$ cat src/rtl/pc_pkg.sv
// Shared constants for the program-counter generator: mode encodings and reset PC.
package pc_pkg;

  localparam int unsigned MODE_W  = 3;
  localparam int unsigned IMM26_W = 26;

  localparam logic [MODE_W-1:0] PC_SEQ  = 3'd0;
  localparam logic [MODE_W-1:0] PC_BEQ  = 3'd1;
  localparam logic [MODE_W-1:0] PC_BNE  = 3'd2;
  localparam logic [MODE_W-1:0] PC_J    = 3'd3;
  localparam logic [MODE_W-1:0] PC_JAL  = 3'd4;
  localparam logic [MODE_W-1:0] PC_JR   = 3'd5;
  localparam logic [MODE_W-1:0] PC_JRRA = 3'd6;

  localparam logic [31:0] RESET_PC_DEFAULT = 32'h0000_3000;

endpackage

$ cat src/rtl/pc_gen_if.sv
// Controller <-> PC generator bundle; master is the controller side.
interface pc_gen_if #(
  parameter int unsigned WIDTH = 32
);
  import pc_pkg::*;

  logic                 stall;
  logic [MODE_W-1:0]    mode;
  logic                 zero;
  logic [WIDTH-1:0]     ext_imm;
  logic [IMM26_W-1:0]   imm26;
  logic [WIDTH-1:0]     reg_target;
  logic [WIDTH-1:0]     pc;
  logic [WIDTH-1:0]     pc4;
  logic [WIDTH-1:0]     npc;
  logic                 ras_empty;
  logic                 ras_err;
  logic                 misalign;

  modport master (
    output stall, mode, zero, ext_imm, imm26, reg_target,
    input  pc, pc4, npc, ras_empty, ras_err, misalign
  );

  modport slave (
    input  stall, mode, zero, ext_imm, imm26, reg_target,
    output pc, pc4, npc, ras_empty, ras_err, misalign
  );

endinterface

$ cat src/rtl/pc_ras.sv
// Circular return-address stack; a push when full overwrites the oldest entry.
module pc_ras #(
  parameter int unsigned WIDTH = 32,
  parameter int unsigned DEPTH = 4
) (
  input  logic             clk,
  input  logic             rst_n,
  input  logic             push,
  input  logic             pop,
  input  logic [WIDTH-1:0] din,
  output logic [WIDTH-1:0] top_c,
  output logic             empty_c,
  output logic             err
);

  localparam int unsigned PTR_W = $clog2(DEPTH);
  localparam int unsigned CNT_W = PTR_W + 1;

  logic [WIDTH-1:0] mem_q [DEPTH];
  logic [PTR_W-1:0] ptr_q;
  logic [PTR_W-1:0] top_idx;
  logic [CNT_W-1:0] cnt_q;
  logic             full;

  // ptr_q points at the next free slot, so the top lives one below it
  assign top_idx = ptr_q - PTR_W'(1);
  assign top_c   = mem_q[top_idx];
  assign empty_c = (cnt_q == '0);
  assign full    = (cnt_q == CNT_W'(DEPTH));

  // Entry storage: pushes always write at ptr, wrapping over the oldest entry
  always_ff @(posedge clk or negedge rst_n) begin
    if (!rst_n) begin
      for (int unsigned i = 0; i < DEPTH; i++) mem_q[i] <= '0;
    end else if (push) begin
      mem_q[ptr_q] <= din;
    end
  end

  // Pointer, occupancy and sticky overflow/underflow flag
  always_ff @(posedge clk or negedge rst_n) begin
    if (!rst_n) begin
      ptr_q <= '0;
      cnt_q <= '0;
      err   <= 1'b0;
    end else if (push) begin
      ptr_q <= ptr_q + PTR_W'(1);
      if (full) err   <= 1'b1;
      else      cnt_q <= cnt_q + CNT_W'(1);
    end else if (pop) begin
      if (empty_c) begin
        err <= 1'b1;
      end else begin
        ptr_q <= ptr_q - PTR_W'(1);
        cnt_q <= cnt_q - CNT_W'(1);
      end
    end
  end

endmodule

$ cat src/rtl/pc_gen.sv
// PC register, next-PC mux and return-address stack control.
module pc_gen
  import pc_pkg::*;
#(
  parameter int unsigned          WIDTH     = 32,
  parameter logic [WIDTH-1:0]     RESET_PC  = WIDTH'(RESET_PC_DEFAULT),
  parameter int unsigned          RAS_DEPTH = 4
) (
  input  logic      clk,
  input  logic      rst_n,
  pc_gen_if.slave   bus
);

  localparam logic [WIDTH-1:0] JMP_LOW_MASK = WIDTH'(28'hFFF_FFFF);

  logic [WIDTH-1:0] pc_q;
  logic [WIDTH-1:0] pc4_c;
  logic [WIDTH-1:0] br_off;
  logic [WIDTH-1:0] br_tgt;
  logic [WIDTH-1:0] jmp_tgt;
  logic [WIDTH-1:0] raw_tgt;
  logic [WIDTH-1:0] ras_top;
  logic             ras_empty_c;
  logic             ras_err_q;
  logic             ras_push;
  logic             ras_pop;

  assign pc4_c   = pc_q + WIDTH'(4);
  assign br_off  = bus.ext_imm << 2;
  assign br_tgt  = pc4_c + br_off;
  assign jmp_tgt = (pc4_c & ~JMP_LOW_MASK) | WIDTH'({bus.imm26, 2'b00});

  // Next-PC select; unlisted modes fall through to sequential
  always_comb begin
    raw_tgt       = pc4_c;
    bus.misalign  = 1'b0;
    case (bus.mode)
      PC_BEQ:  raw_tgt = bus.zero  ? br_tgt : pc4_c;
      PC_BNE:  raw_tgt = !bus.zero ? br_tgt : pc4_c;
      PC_J,
      PC_JAL:  raw_tgt = jmp_tgt;
      PC_JR:   raw_tgt = bus.reg_target;
      PC_JRRA: raw_tgt = ras_empty_c ? bus.reg_target : ras_top;
      default: raw_tgt = pc4_c;
    endcase
    if ((bus.mode == PC_JR) || (bus.mode == PC_JRRA))
      bus.misalign = (raw_tgt[1:0] != 2'b00);
  end

  assign bus.npc       = {raw_tgt[WIDTH-1:2], 2'b00};
  assign bus.pc4       = pc4_c;
  assign bus.pc        = pc_q;
  assign bus.ras_empty = ras_empty_c;
  assign bus.ras_err   = ras_err_q;

  // Stack ops only happen on cycles where the PC actually advances
  assign ras_push = !bus.stall && (bus.mode == PC_JAL);
  assign ras_pop  = !bus.stall && (bus.mode == PC_JRRA);

  // PC register: holds under stall
  always_ff @(posedge clk or negedge rst_n) begin
    if (!rst_n)          pc_q <= RESET_PC;
    else if (!bus.stall) pc_q <= bus.npc;
  end

  pc_ras #(
    .WIDTH (WIDTH),
    .DEPTH (RAS_DEPTH)
  ) u_ras (
    .clk     (clk),
    .rst_n   (rst_n),
    .push    (ras_push),
    .pop     (ras_pop),
    .din     (pc4_c),
    .top_c   (ras_top),
    .empty_c (ras_empty_c),
    .err     (ras_err_q)
  );

endmodule
$ cat src/flat_wrapper.sv
// flat-port wrapper written by rule: the top's interface ports become plain ports
module pc_gen_flat import pc_pkg::*;
#(
  parameter int unsigned          WIDTH     = 32,
  parameter logic [WIDTH-1:0]     RESET_PC  = WIDTH'(RESET_PC_DEFAULT),
  parameter int unsigned          RAS_DEPTH = 4
)
  (clk, rst_n, bus_stall, bus_mode, bus_zero, bus_ext_imm, bus_imm26, bus_reg_target, bus_pc, bus_pc4, bus_npc, bus_ras_empty, bus_ras_err, bus_misalign);
  pc_gen_if #(.WIDTH(WIDTH)) bus_i ();
  input  logic clk;
  input  logic rst_n;
  input wire logic [$bits(bus_i.stall)-1:0] bus_stall;
  input wire logic [$bits(bus_i.mode)-1:0] bus_mode;
  input wire logic [$bits(bus_i.zero)-1:0] bus_zero;
  input wire logic [$bits(bus_i.ext_imm)-1:0] bus_ext_imm;
  input wire logic [$bits(bus_i.imm26)-1:0] bus_imm26;
  input wire logic [$bits(bus_i.reg_target)-1:0] bus_reg_target;
  output wire logic [$bits(bus_i.pc)-1:0] bus_pc;
  output wire logic [$bits(bus_i.pc4)-1:0] bus_pc4;
  output wire logic [$bits(bus_i.npc)-1:0] bus_npc;
  output wire logic [$bits(bus_i.ras_empty)-1:0] bus_ras_empty;
  output wire logic [$bits(bus_i.ras_err)-1:0] bus_ras_err;
  output wire logic [$bits(bus_i.misalign)-1:0] bus_misalign;
  assign bus_i.stall = bus_stall;
  assign bus_i.mode = bus_mode;
  assign bus_i.zero = bus_zero;
  assign bus_i.ext_imm = bus_ext_imm;
  assign bus_i.imm26 = bus_imm26;
  assign bus_i.reg_target = bus_reg_target;
  assign bus_pc = bus_i.pc;
  assign bus_pc4 = bus_i.pc4;
  assign bus_npc = bus_i.npc;
  assign bus_ras_empty = bus_i.ras_empty;
  assign bus_ras_err = bus_i.ras_err;
  assign bus_misalign = bus_i.misalign;
  pc_gen #(.WIDTH(WIDTH), .RESET_PC(RESET_PC), .RAS_DEPTH(RAS_DEPTH)) u_core (.clk(clk), .rst_n(rst_n), .bus(bus_i));
endmodule
$ cat config.mk
export PLATFORM = sky130hd
export DESIGN_NAME = pc_gen_flat
export DESIGN_NICKNAME = d
export VERILOG_FILES = /design/src/rtl/pc_pkg.sv /design/src/rtl/pc_gen_if.sv /design/src/rtl/pc_ras.sv /design/src/rtl/pc_gen.sv /design/src/flat_wrapper.sv
export SDC_FILE = /design/constraint.sdc
export NUM_CORES = 1
export LEC_CHECK = 0
export ABC_AREA = 1
export BUFFER_PORTS_ARGS = -buffer_cell sky130_fd_sc_hd__buf_4
export CAP_MARGIN = 20
export CORE_AREA = 2 2 168 170
export DETAILED_ROUTE_END_ITERATION = 12
export DIE_AREA = 0 0 170 172
export GPL_ROUTABILITY_DRIVEN = 0
export PLACE_DENSITY_LB_ADDON = 0.08
export SYNTH_ARGS = -nofsm -noshare
export SYNTH_HDL_FRONTEND = slang
export SYNTH_SLANG_ARGS = --single-unit
$ cat constraint.sdc
create_clock -name clk -period 3.7 [get_ports clk]
set_input_delay 0.74 -clock clk [delete_from_list [all_inputs] [get_ports clk]]
set_output_delay 0.74 -clock clk [all_outputs]
set_load 0.01 [all_outputs]
---- Yosys cells after proc, flatten, opt, wreduce, memory -nomap -nowiden ----
Index checks and enable logic that the tools add are counted.
Widths: inputs -> output; s select.
cells by class
  $add $sub $neg .......................... 6
  order comparisons ....................... 3
  equality and inequality tests ........... 10
  multiplexer cells ....................... 22
  bitwise gates (word level) .............. 3
  reductions and logical operators ........ 13
operators with widths
  kind                   count
  $mux 32                6
  $pmux 32 s5            1
  $bwmux 128             1
  $bmux 32 s2            1
  $demux 32 s2           1
  $add 32x3->32 const B  1
  $add 32x32->32         1
  $or 32x28->32          1
  $eq 3x3->1 const B     4
  $mux 3                 4
  $eq 3x2->1 const B     2
  $ge 3x3->1 const B     2
  $mux 2                 3
  $ne 2x2->1 const B     3
  $not 2->3              2
  $reduce_and 3->1       2
  $reduce_bool 2->1      3
  $mux 1                 5
  $add 3x1->3 const B    1
  $eq 3x1->1 const B     1
  $logic_and 1x1->1      3
  $logic_not 3->1        1
  $lt 3x1->1 const B     1
  $sub 3x1->3 const B    1
  other kinds (6)        6
word-level totals
  register bits after elaboration ......... 164
  output and inout bits ................... 99
  logic and storage cells ................. 65

---- Depth between registers and ports, before layout ----
  depth after elaboration ................. 9
  mapped depth ............................ 26
  gate-level depth less buffers ........... 26

---- Modules after synthesis ----
Synthesis repeated with hierarchy kept, for this count alone.
second synthesis, totals
  cell total of the unflattened synthesis .. 1,713
  area, all modules ....................... 11,491.0 um^2
by module, submodules not included
  module  instances  cells each  area an instance (um^2)
  pc_ras  1          674         5,849.4
  pc_gen  1          1,039       5,641.7

---- Worst setup path before layout ----
No wires, ideal clock.
  path kind ............................... flip-flop to output port
  from .................................... reg u_core.pc_q[12] (netlist: u_core.bus.pc[12])
  to ...................................... out bus_npc[31]
  data arrival time ....................... 2.945 ns
  path slack .............................. 0.015 ns
  stages on the path, launching flop included .. 19
  cell sequence ........................... dfstp_2 nand2_1 nor2_1 nand2_1 nor2_2 nand4_1 xor2_1 inv_1 ha_1 inv_1 nor3_1 nand2_1 nand2_1 nand2_1 nand2_1 a21oi_1 nand2_1 nand3_1 a21boi_0
on the way
  cells in the longest elaborated chain, start to end .. 4
  elaborated cells on any way between the ends .. 6
  those cells by class .................... add/sub: 2; mux: 3; bitwise: 1
RTL lines
  element                            RTL line                    source
  start: declaration                 pc_gen.sv:16                logic [WIDTH-1:0] pc_q;
  start signal: assignment           pc_gen.sv:63                else if (!bus.stall) pc_q <= bus.npc;
  $add 32x3->32 *                    pc_gen.sv:28                assign pc4_c = pc_q + WIDTH'(4);
  via bus_pc4[22]                    flat_wrapper.sv:19          output wire logic [$bits(bus_i.pc4)-1:0] bus_pc4;
  $add 32x32->32 *                   pc_gen.sv:30                assign br_tgt = pc4_c + br_off;
  $mux 32, on equally long branches  pc_gen.sv:39, pc_gen.sv:38
  $pmux 32 s5 *                      pc_gen.sv:37                case (bus.mode)
  end: declaration                   flat_wrapper.sv:20          output wire logic [$bits(bus_i.npc)-1:0] bus_npc;
The timed path passes the listed nets; every way through them passes the cells marked *.

---- Final worst setup path ----
  from .................................... reg u_core.pc_q[13] (netlist: u_core.bus.pc[13])
  to ...................................... out bus_npc[27]
on the way
  cells in the longest elaborated chain, start to end .. 4
  elaborated cells on any way between the ends .. 5
  those cells by class .................... add/sub: 2; mux: 3
RTL lines
  element                            RTL line
  $add 32x3->32 *                    pc_gen.sv:28
  $add 32x32->32                     pc_gen.sv:30
  $mux 32, on equally long branches  pc_gen.sv:39, pc_gen.sv:38
  $pmux 32 s5 *                      pc_gen.sv:37
Every way passes the cells marked *; elsewhere a longest branch is shown, timed or not.

==> impl_summary.md <==
Outcome
The run finished, with violations left. The checks that failed: negative setup slack.

Timing
Across the routed clock network, the largest skew measured is about 0.014 ns. Setup violations remaining at the end of the flow were counted as 24. The final setup TNS is -7.67 ns.

The slew at the pin closest to its max-slew limit is 0.741 ns. The final critical path takes up 111% of the cycle. The final critical path time including I/O delays and setup is 4.12 ns. The number of max-slew violations in the final report came to 0. The setup slack of the critical path after layout is -0.418 ns.

Derived from the worst setup path, the maximum achievable clock frequency is 243 MHz. Setup repair after global routing could not meet its margin everywhere. The final number of hold-violating endpoints is 0. The headroom to the max-slew limit is 50.6%.

Layout
The final-stage net count is 2170. Relative to the synthesized area, the layout overhead comes to 52.1%. The final-layout fill cell count is 2508.

The final antenna diode count is 0. The share of cells above drive strength 1 is 38.8%.

Critical path
At the worst endpoint, the arrival time is about 3.4 ns. The category of the worst setup path capture point is an output pin. The category of the critical setup timing path is reg -> out. By instance count, the cell type seen most on the critical path is sky130_fd_sc_hd__nand2_2.

Data on the critical path is required at its endpoint by 2.96 ns. Of all nets on the critical path, the largest fanout is 5. The sort of element at the start of the critical path is a flop. On the worst path, the slowest cell contributes a delay of 0.58 ns. Together, buffers and inverters on the worst path number 4. The critical path's top delay family is simple AND/OR/NAND/NOR gates. The critical path goes through nand2_2 > nor2_2 > nand2_2 > nor2_4 > nand4_1 > xor2_2 > ha_4 > inv_2 > nor3_2 > buf_4 > inv_2 > nor3_2 > nand2_2 > nand4_1 > nand3_2 > a21boi_1 > buf_4. Among all stages on the critical path, the largest delay is contributed by sky130_fd_sc_hd__dfstp_2.

Synthesis
Yosys instantiated no cell more often than sky130_fd_sc_hd__nand2_1. The share of synthesized registers carrying an async set or reset is 100%. The number of distinct standard cells referenced by the synthesized netlist is 53. After synthesis the cells add up to between 0.01 and 0.015 sq mm.

Summed over its instances, the top area cell type makes up between 30% and 40% of the synthesized netlist area. In the synthesized netlist, the cells that appear most often are 583 x sky130_fd_sc_hd__nand2_1, 189 x sky130_fd_sc_hd__o21ai_0, 170 x sky130_fd_sc_hd__inv_1. Yosys printed 0 warnings.

After synthesis, the cell types taking the most area are sky130_fd_sc_hd__dfrtp_1 36%, sky130_fd_sc_hd__nand2_1 20%, sky130_fd_sc_hd__o21ai_0 8.7%, sky130_fd_sc_hd__inv_1 5.9%, sky130_fd_sc_hd__ha_1 4.7%. The cell taking the most area after synthesis is sky130_fd_sc_hd__dfrtp_1. The most used flip-flop cell after synthesis is sky130_fd_sc_hd__dfrtp_1. The total of flip-flops plus latches after synthesis is about 160.

The number of enable flip-flop cells after synthesis is 0. The instance count of the mapped netlist is 1628. The sequential share of the synthesized area is a little over a third. The synthesized area per cell is about 6.7 sq um.

Clock network
The clock sink count is 156. For the worst-skew pair, the clock arrives at the later sink with an insertion delay of 0.43 ns. The root cell of the clock tree is sky130_fd_sc_hd__clkbuf_16.

The total CTS buffers is 17. In this run the deepest clock path goes through 2 buffers. For this design, the CTS-stage hold fixing added 0 buffers. The CTS tree is done. After clock tree synthesis, the clock-pin slew on the worst setup and hold paths is 0.07 ns.

The H-tree depth reported by CTS is 4.

GRT
The aggregate global routing overflow is 0. The wire length of the first global-routing pass is 65700 um. The via count of the first global-routing pass is approximately 12000. Global routing used 29.8% of the available tracks.

The maximum number of pins on one net before global-route repair is 73. The number of antenna violations at the first check in global routing is 0.

Detailed routing
Dividing the detail-routed wire length by the instance count gives ~18 um. The total number of vias is around 13000. The average vias per placed instance is between 5 and 6. After detailed routing, the total wire length is 43900 um.

The number of optimization iterations in the first detailed-route pass is 8. The post-detailed-route count of antenna-violating nets is 0. In the routed design, unresolved DRC markers number 0. After the first detailed-routing iteration, the DRC count stood at 1054.

Power
The analysis attributes to cell leakage a power of ~8.4 nW. The largest voltage drop on the vdd net is roughly 0.00035 V. The power consumption is 11.3 mW. The power density over the cells is 685 mW/mm^2.

Flow run
The tool flagged a number of max-cap violations equal to 0.

Floorplanning
The die covers between 0.02 and 0.03 sq mm. Measured along the x axis, the die boundary spans 170 um. The floorplan step set the die height to about 170 um. In this run the standard cell core region covers 0.0275 sq mm. The number of rows created at floorplan is 61. The number of top-level pins is 196. For this configuration, the core starts out at a cell density of 39.4%.

Place
The HPWL after detailed placement is 32000 um. The number of input and output port buffers inserted is 187.

Hold path
The path class of the lowest-slack min-delay path is in -> async.
-- layout by cell type (no fill, tap or decap), types with 20 or more instances in the layout --
cell,n
sky130_fd_sc_hd__nand2_1,492
sky130_fd_sc_hd__a21oi_1,33
sky130_fd_sc_hd__ha_4,30
sky130_fd_sc_hd__nor2_4,23
sky130_fd_sc_hd__o21ai_0,179
sky130_fd_sc_hd__nor2_1,88
sky130_fd_sc_hd__dfrtp_1,151
sky130_fd_sc_hd__nand3_1,63
sky130_fd_sc_hd__buf_4,405
sky130_fd_sc_hd__inv_1,134
sky130_fd_sc_hd__nand2_4,20
sky130_fd_sc_hd__nand3_2,28
sky130_fd_sc_hd__nor2_2,23
sky130_fd_sc_hd__nand2_2,74
sky130_fd_sc_hd__o22ai_1,21
sky130_fd_sc_hd__inv_2,43
sky130_fd_sc_hd__buf_6,28
-- path summary, 6_finish.rpt --
| path | start | endpoint | slack, ns | depth (start not counted) |
|---|---|---|---|---|
| worst max-delay path | u_core.bus.pc[13] | bus_npc[27] | -0.42 | 17 |
| worst min-delay path | rst_n | u_core.u_ras.mem_q[2] | 0.30 | 1 |
| worst max register to register | u_core.bus.pc[2] | u_core.bus.pc[19] | -0.30 | 29 |
| worst min register to register | u_core.u_ras.mem_q[66] | u_core.u_ras.mem_q[66] | 0.48 | 2 |
| max in group asynchronous | rst_n | u_core.bus.pc[7] | 2.51 | 2 |
| min in group clk | u_core.u_ras.mem_q[66] | u_core.u_ras.mem_q[66] | 0.48 | 2 |
-- sequential cells by signal, indices dropped and copies added, names as in the netlist --
register and flops:
u_core.bus.pc 30, u_core.u_ras.cnt_q 3, u_core.u_ras.err 1, u_core.u_ras.mem_q 120, u_core.u_ras.ptr_q 2
-- per-stage QoR --
| stage | setup WS, ns | hold WS (ns) | util (%) | instance area, sq um | instances |
|---|---|---|---|---|---|
| floorplan | 0.0147 | 0.444 | - | 10800 | 1633 |
| global placement | -0.220 | 0.460 | 50.3 | 13800 | 2291 |
| detailed placement | -0.246 | 0.465 | 50.3 | 13800 | 2291 |
| CTS | -0.395 | 0.341 | 57.4 | 15800 | 2389 |
| global route | -0.594 | 0.352 | 60.0 | 16500 | 2389 |
| finish | -0.418 | 0.298 | 60.0 | 16500 | 2389 |
-- cell type report --
class	instances	area, sq um	area share, %
clock buffer	19	443	2.69
clock inverter	13	106	0.646
multi-input combinational	1235	7450	45.2
tap	346	433	2.63
timing repair buffer	437	3440	20.9
sequential	156	3910	23.7
inverter	183	701	4.25
-- worst reg2reg max path: cells and delay by family, from the launching register on --
kind,cells,cell delay [ns]
buffers and inverters,14,1.72
AND/OR/NAND/NOR,12,1.11
adder cells (fa/ha/maj),2,0.50
flip-flops,1,0.41
XOR/XNOR,1,0.17
-- report_power, final --
group / switching, mW / total [mW] / internal [mW]
Combinational: 3.90 / 6.86 / 2.96
Sequential: 0.401 / 2.74 / 2.34
Clock: 0.787 / 1.68 / 0.891
-- layer usage --
metal	vias up	part of all wire [%]	GRT usage, %
li1	6046	-	-
met2	454	47	49.0
met4	0	3.2	10.5
met5	-	0	0
met3	88	6.4	4.83
met1	5978	43	39.9
-- cell families after synthesis --
kind of cell	synth area share, %
fa+ha+maj	5.11
mux	0.0924
flops	36.1
compound gates	15.7
buf+inv	8.84
xor+xnor	1.76
other cells	0.0346
simple gates	32.4
-- what timing repair did --
action / CTS / global route
buffers inserted: 67 / 20
pin swaps: 56 / 103
resized for setup: 199 / 187
setup endpoints to repair: 24 / 34
No activity file was read; power rests on OpenSTA's default activity.
